File: config.mk
export PLATFORM = sky130hd
export DESIGN_NAME = bicubic_out_serializer
export DESIGN_NICKNAME = d
export VERILOG_FILES = /design/src/rtl/bicubic_out_serializer.sv
export SDC_FILE = /design/constraint.sdc
export NUM_CORES = 1
export LEC_CHECK = 0
export BUFFER_PORTS_ARGS = -buffer_cell sky130_fd_sc_hd__buf_4
export CAP_MARGIN = 0
export CORE_ASPECT_RATIO = 1.1
export CORE_MARGIN = 3
export CORE_UTILIZATION = 25
export DETAILED_ROUTE_END_ITERATION = 8
export PLACE_DENSITY_LB_ADDON = 0.05
export SETUP_SLACK_MARGIN = 0.4
export SLEW_MARGIN = 20
export SYNTH_ARGS = -nofsm -noshare
export SYNTH_HDL_FRONTEND = slang
export SYNTH_SLANG_ARGS = --single-unit
export TNS_END_PERCENT = 100
File: constraint.sdc
create_clock -name clk -period 4.81 [get_ports clk]
set_clock_uncertainty 0.1 [all_clocks]
set_input_delay 0.962 -clock clk [delete_from_list [all_inputs] [get_ports clk]]
set_output_delay 0.962 -clock clk [all_outputs]
set_load 0.03 [all_outputs]
File: src/rtl/bicubic_out_serializer.sv
// ----------------------------------------------------------------------------
// bicubic_out_serializer
//
// Purpose
//   Converts 4-pixel beats from the bicubic upsampler into a one-pixel-per-
//   cycle stream with frame position flags. A single holding register holds
//   one beat. A 2-bit sub-index picks the pixel to present. The next beat can
//   be loaded in the same cycle as the last pixel of the current beat
//   leaves, so a continuous input keeps the output busy with no gaps.
//   Column and row counters track the frame position. They drive the
//   start-of-frame, end-of-line and end-of-frame flags.
//
// Parameters
//   CHANNEL_WIDTH  bits per pixel channel
//   BEATS_PER_ROW  4-pixel input beats per output row
//   DST_HEIGHT     output rows per frame
//
// Ports
//   clk, rst_n                      clock, asynchronous active-low reset
//   bcci_rsp_valid / bf_rsp_ready   input beat handshake
//   bcci_rsp_data1..4               four adjacent pixels, data1 leftmost
//   ac_data / ac_valid / ac_ready   serialized pixel handshake
//   ac_sof, ac_eol, ac_eof          frame start, line end, frame end flags
// ----------------------------------------------------------------------------
`timescale 1ns/1ps

module bicubic_out_serializer #(
    parameter int unsigned CHANNEL_WIDTH = 8,
    parameter int unsigned BEATS_PER_ROW = 960,
    parameter int unsigned DST_HEIGHT    = 2160
) (
    input  logic                     clk,
    input  logic                     rst_n,
    input  logic                     bcci_rsp_valid,
    output logic                     bf_rsp_ready,
    input  logic [CHANNEL_WIDTH-1:0] bcci_rsp_data1,
    input  logic [CHANNEL_WIDTH-1:0] bcci_rsp_data2,
    input  logic [CHANNEL_WIDTH-1:0] bcci_rsp_data3,
    input  logic [CHANNEL_WIDTH-1:0] bcci_rsp_data4,
    output logic [CHANNEL_WIDTH-1:0] ac_data,
    output logic                     ac_valid,
    input  logic                     ac_ready,
    output logic                     ac_sof,
    output logic                     ac_eol,
    output logic                     ac_eof
);

    localparam int unsigned ROW_PIXELS = 4 * BEATS_PER_ROW;
    localparam int unsigned COL_W      = $clog2(ROW_PIXELS) + 1;
    localparam int unsigned ROW_W      = $clog2(DST_HEIGHT) + 1;

    localparam logic [COL_W-1:0] COL_LAST = COL_W'(ROW_PIXELS - 1);
    localparam logic [ROW_W-1:0] ROW_LAST = ROW_W'(DST_HEIGHT - 1);

    // Element 0 holds data1 (the leftmost pixel), so sub indexes directly.
    logic [3:0][CHANNEL_WIDTH-1:0] hold_q;
    logic                          full_q;
    logic [1:0]                    sub_q;
    logic [COL_W-1:0]              col_q;
    logic [ROW_W-1:0]              row_q;

    logic in_hs;
    logic out_hs;
    logic last_sub;
    logic col_last;
    logic row_last;

    assign out_hs   = full_q & ac_ready;
    assign last_sub = (sub_q == 2'd3);
    assign col_last = (col_q == COL_LAST);
    assign row_last = (row_q == ROW_LAST);

    // A new beat is accepted in the cycle the last held pixel leaves. This
    // keeps the stream gap-free. The path from ac_ready is combinational.
    assign bf_rsp_ready = ~full_q | (last_sub & out_hs);
    assign in_hs        = bcci_rsp_valid & bf_rsp_ready;

    always_ff @(posedge clk or negedge rst_n) begin
        if (!rst_n) begin
            // NOTE: the holding register is reset as well. ac_data then
            // reads 0 during reset, not leftover pixel data.
            hold_q <= '0;
            full_q <= 1'b0;
            sub_q  <= 2'd0;
            col_q  <= '0;
            row_q  <= '0;
        end else begin
            // NOTE: all state uses non-blocking assignments. Every register
            // then sees the pre-edge values of the others. The full/sub
            // handover when a beat arrives and leaves together relies on it.
            if (in_hs) begin
                hold_q <= {bcci_rsp_data4, bcci_rsp_data3,
                           bcci_rsp_data2, bcci_rsp_data1};
            end

            // Loading wins over draining. A beat that arrives with the last
            // pixel keeps the register full.
            if (in_hs) begin
                full_q <= 1'b1;
            end else if (out_hs && last_sub) begin
                full_q <= 1'b0;
            end

            if (out_hs) begin
                sub_q <= sub_q + 2'd1;  // 3 -> 0 wraps naturally
                if (col_last) begin
                    col_q <= '0;
                    row_q <= row_last ? '0 : row_q + 1'b1;
                end else begin
                    col_q <= col_q + 1'b1;
                end
            end
        end
    end

    always_comb begin
        // NOTE: each output gets a value before any conditional logic. No
        // path can then leave one unassigned and infer a latch.
        ac_data  = hold_q[sub_q];
        ac_valid = full_q;
        ac_sof   = full_q & (col_q == '0) & (row_q == '0);
        ac_eol   = full_q & col_last;
        ac_eof   = full_q & col_last & row_last;
    end

endmodule

==> qor.csv <==
metric,value,unit
status,finished clean,
ys_top_cells_by_area,"dfrtp_1 51%, mux2_2 13%, mux4_2 6.0%",
yosys-top-cells-count,"61 x dfrtp_1, 34 x mux2_2, 18 x nand3_1",
final.setup.tns,0,ns
min_path_cells,1,
crit_path_start,col_q[0],
drt_wl_total,6.89,mm
fin_crit_sh,68.1,%
grt_max_degree,62,
drtAntennaViolNets,0,
grt-ovfl-total,0,
layout-drive-gt1-share,37.0,%
holdCritStartpoint,row_q[9],
hp-class,flip-flop to flip-flop,
drc,0,
slew_headroom,35.0,%
io_buffer_count,48,
cts_tree,yes,
initial_core_util,25.8,%
cts_max_level,3,
synthFlopType,dfrtp_1,
yosys.area.top_type,dfrtp_1,
cp_top_family,simple AND/OR/NAND/NOR gates,
design.core.area,0.0116,sq mm
cp-end-kind,output port,
die_h,121,microns
cp.required,3.75,ns
synth_top_area_share,51.1,%
antenna_found_initial,0,
nFillCells,1225,
syn_inst,244,
worst_pin_slew,0.966,ns
synth_seq_cells,61,
cts.sinks,61,
hold_viol_final,0,
dr.pass1.iters,4,
grt_setup_unrepaired,false,
io_pins,49,
timing.rr.end,row_q[7],
grt.total_usage,11.6,%
syn_area,0.00299,sq mm
synthesis.nets,285,
post-place-ws,1.86,ns
setup_violations,0,
regToRegSetupSlack,2.46,ns
r2r-start,col_q[0],
synth.avg_cell_area,12.2,sq um
place_congestion,0.721,
period_needed,3.28,ns
clock.fmax,0.305,GHz
chipWidth,110,microns
cts_resized,0,
via_per_inst,4.70,
ir_worst_vdd,0.326,mV
ctsLongestPathBuffers,2,
crit_chain,ha_1 > nand3_1 > nor4_1 > and3_1 > buf_4,
path_class,flip-flop to output port,
cts_hold_buf,0,
via_count,2100,
synth_warnings,0,
grt_pass1_vias,2288,
arrival,2.21,ns
clock_latency,0.32,ns
startpoint_type,flip-flop,
diodes,0,
async_flop_share,100,%
grt_first_pass_wirelength,11.6,mm
synthMostInstantiatedCell,dfrtp_1,
syn_to_final_growth,27.2,%
slew_violations,0,
die-area,0.0133,sq mm
ff_latch_area,0.00153,sq mm
min_to,row_q[9],
maxCapViolCount,0,
dp_hpwl,4.76,mm
fin_nets,333,
detail_route.iter0.violations,61,
synth-edff-count,0,
timing.final.ws_setup,1.53,ns
wl_per_cell,15.4,microns
p_per_area,590,mW/mm^2
synth_cell_types,40,
clkTransAtPathRegs,0.05,ns
cts_root_buffer,clkbuf_16,
core.rowCount,41,
power.leakage,1.67,nW
slowest_stage,nor4_1,
cp_num_buf_inv,1,
reg2reg_depth,5,
slowest_delay,0.62,ns
postCtsSetupBuffers,0,
ys_seq_area_share,51.1,%
cts_buffers,9,
crit_fanout,6,
multi_input_area,0.00137,sq mm
cell usage in the layout (no fill, tap or decap), types with 7 or more instances in the layout:
cell type,netlist,layout
clkbuf_16,0,9
nand3_1,18,18
mux2_2,34,34
xnor2_1,9,9
and3_1,7,7
nand2_1,16,16
dfrtp_1,61,61
o21ai_0,7,7
nor2_1,8,8
nor4_1,11,10
mux4_2,8,8
buf_4,1,49
nand4_1,7,7
metal layers:
metal  GRT usage, %  up-vias  wire length [microns]
met3           3.84       11                    314
met2           18.2       42                   3360
met4           5.23        0                    136
li1               -     1000                      -
met5              0        -                      0
met1           14.2     1047                   3080
area by class of cell:
class | instances | area share, %
Clock buffer | 12 | 6.75
Clock inverter | 4 | 1.84
Inverter | 6 | 0.593
Multi-Input combinational cell | 165 | 36.0
Sequential cell | 61 | 40.2
Tap cell | 150 | 4.94
Timing Repair Buffer | 49 | 9.68
worst max-delay path by stage:
stage                  end  slack, ns  cells past startpoint
floorplan           ac_sof       2.14                      3
global placement    ac_eof       1.91                      5
detailed placement  ac_eof       1.86                      5
CTS                 ac_eof       1.51                      5
global route        ac_eof       1.36                      5
finish              ac_eof       1.53                      5
power breakdown:
part | switching (mW) | internal [mW]
clock network | 0.227 | 0.480
registers | 0.154 | 0.684
logic | 0.316 | 0.380
through the flow:
stage          area [sq um]  utilization, %  hold slack, ns  total power [mW]  std cells
2_1_floorplan          2990               -           0.346              1.33        244
3_3_place_gp           3470            29.9           0.384              1.55        431
3_5_place_dp           3470            29.9           0.385              1.56        431
4_1_cts                3790            32.7           0.391              2.28        447
5_1_grt                3800            32.8           0.408              2.38        447
6_report               3800            32.8           0.395              2.24        447
state kept, by name, indices dropped and copies added (netlist names):
register,cells
row_q,13
hold_q,32
sub_q,2
ac_valid,1
col_q,13
cells by family (layout without fill, tap and decap cells):
| logic type | count (synthesis) | in the layout | share of synthesized area, % |
|---|---|---|---|
| flip-flops | 61 | 61 | 51.1 |
| AO/OA/AOI/OAI | 17 | 17 | 3.81 |
| AND/OR/NAND/NOR | 86 | 86 | 16.3 |
| XOR/XNOR | 14 | 14 | 4.11 |
| buffers and inverters | 18 | 71 | 3.27 |
| adder cells (fa/ha/maj) | 5 | 5 | 2.10 |
| multiplexers | 43 | 43 | 19.2 |
Power figures use the tool's default switching activity.
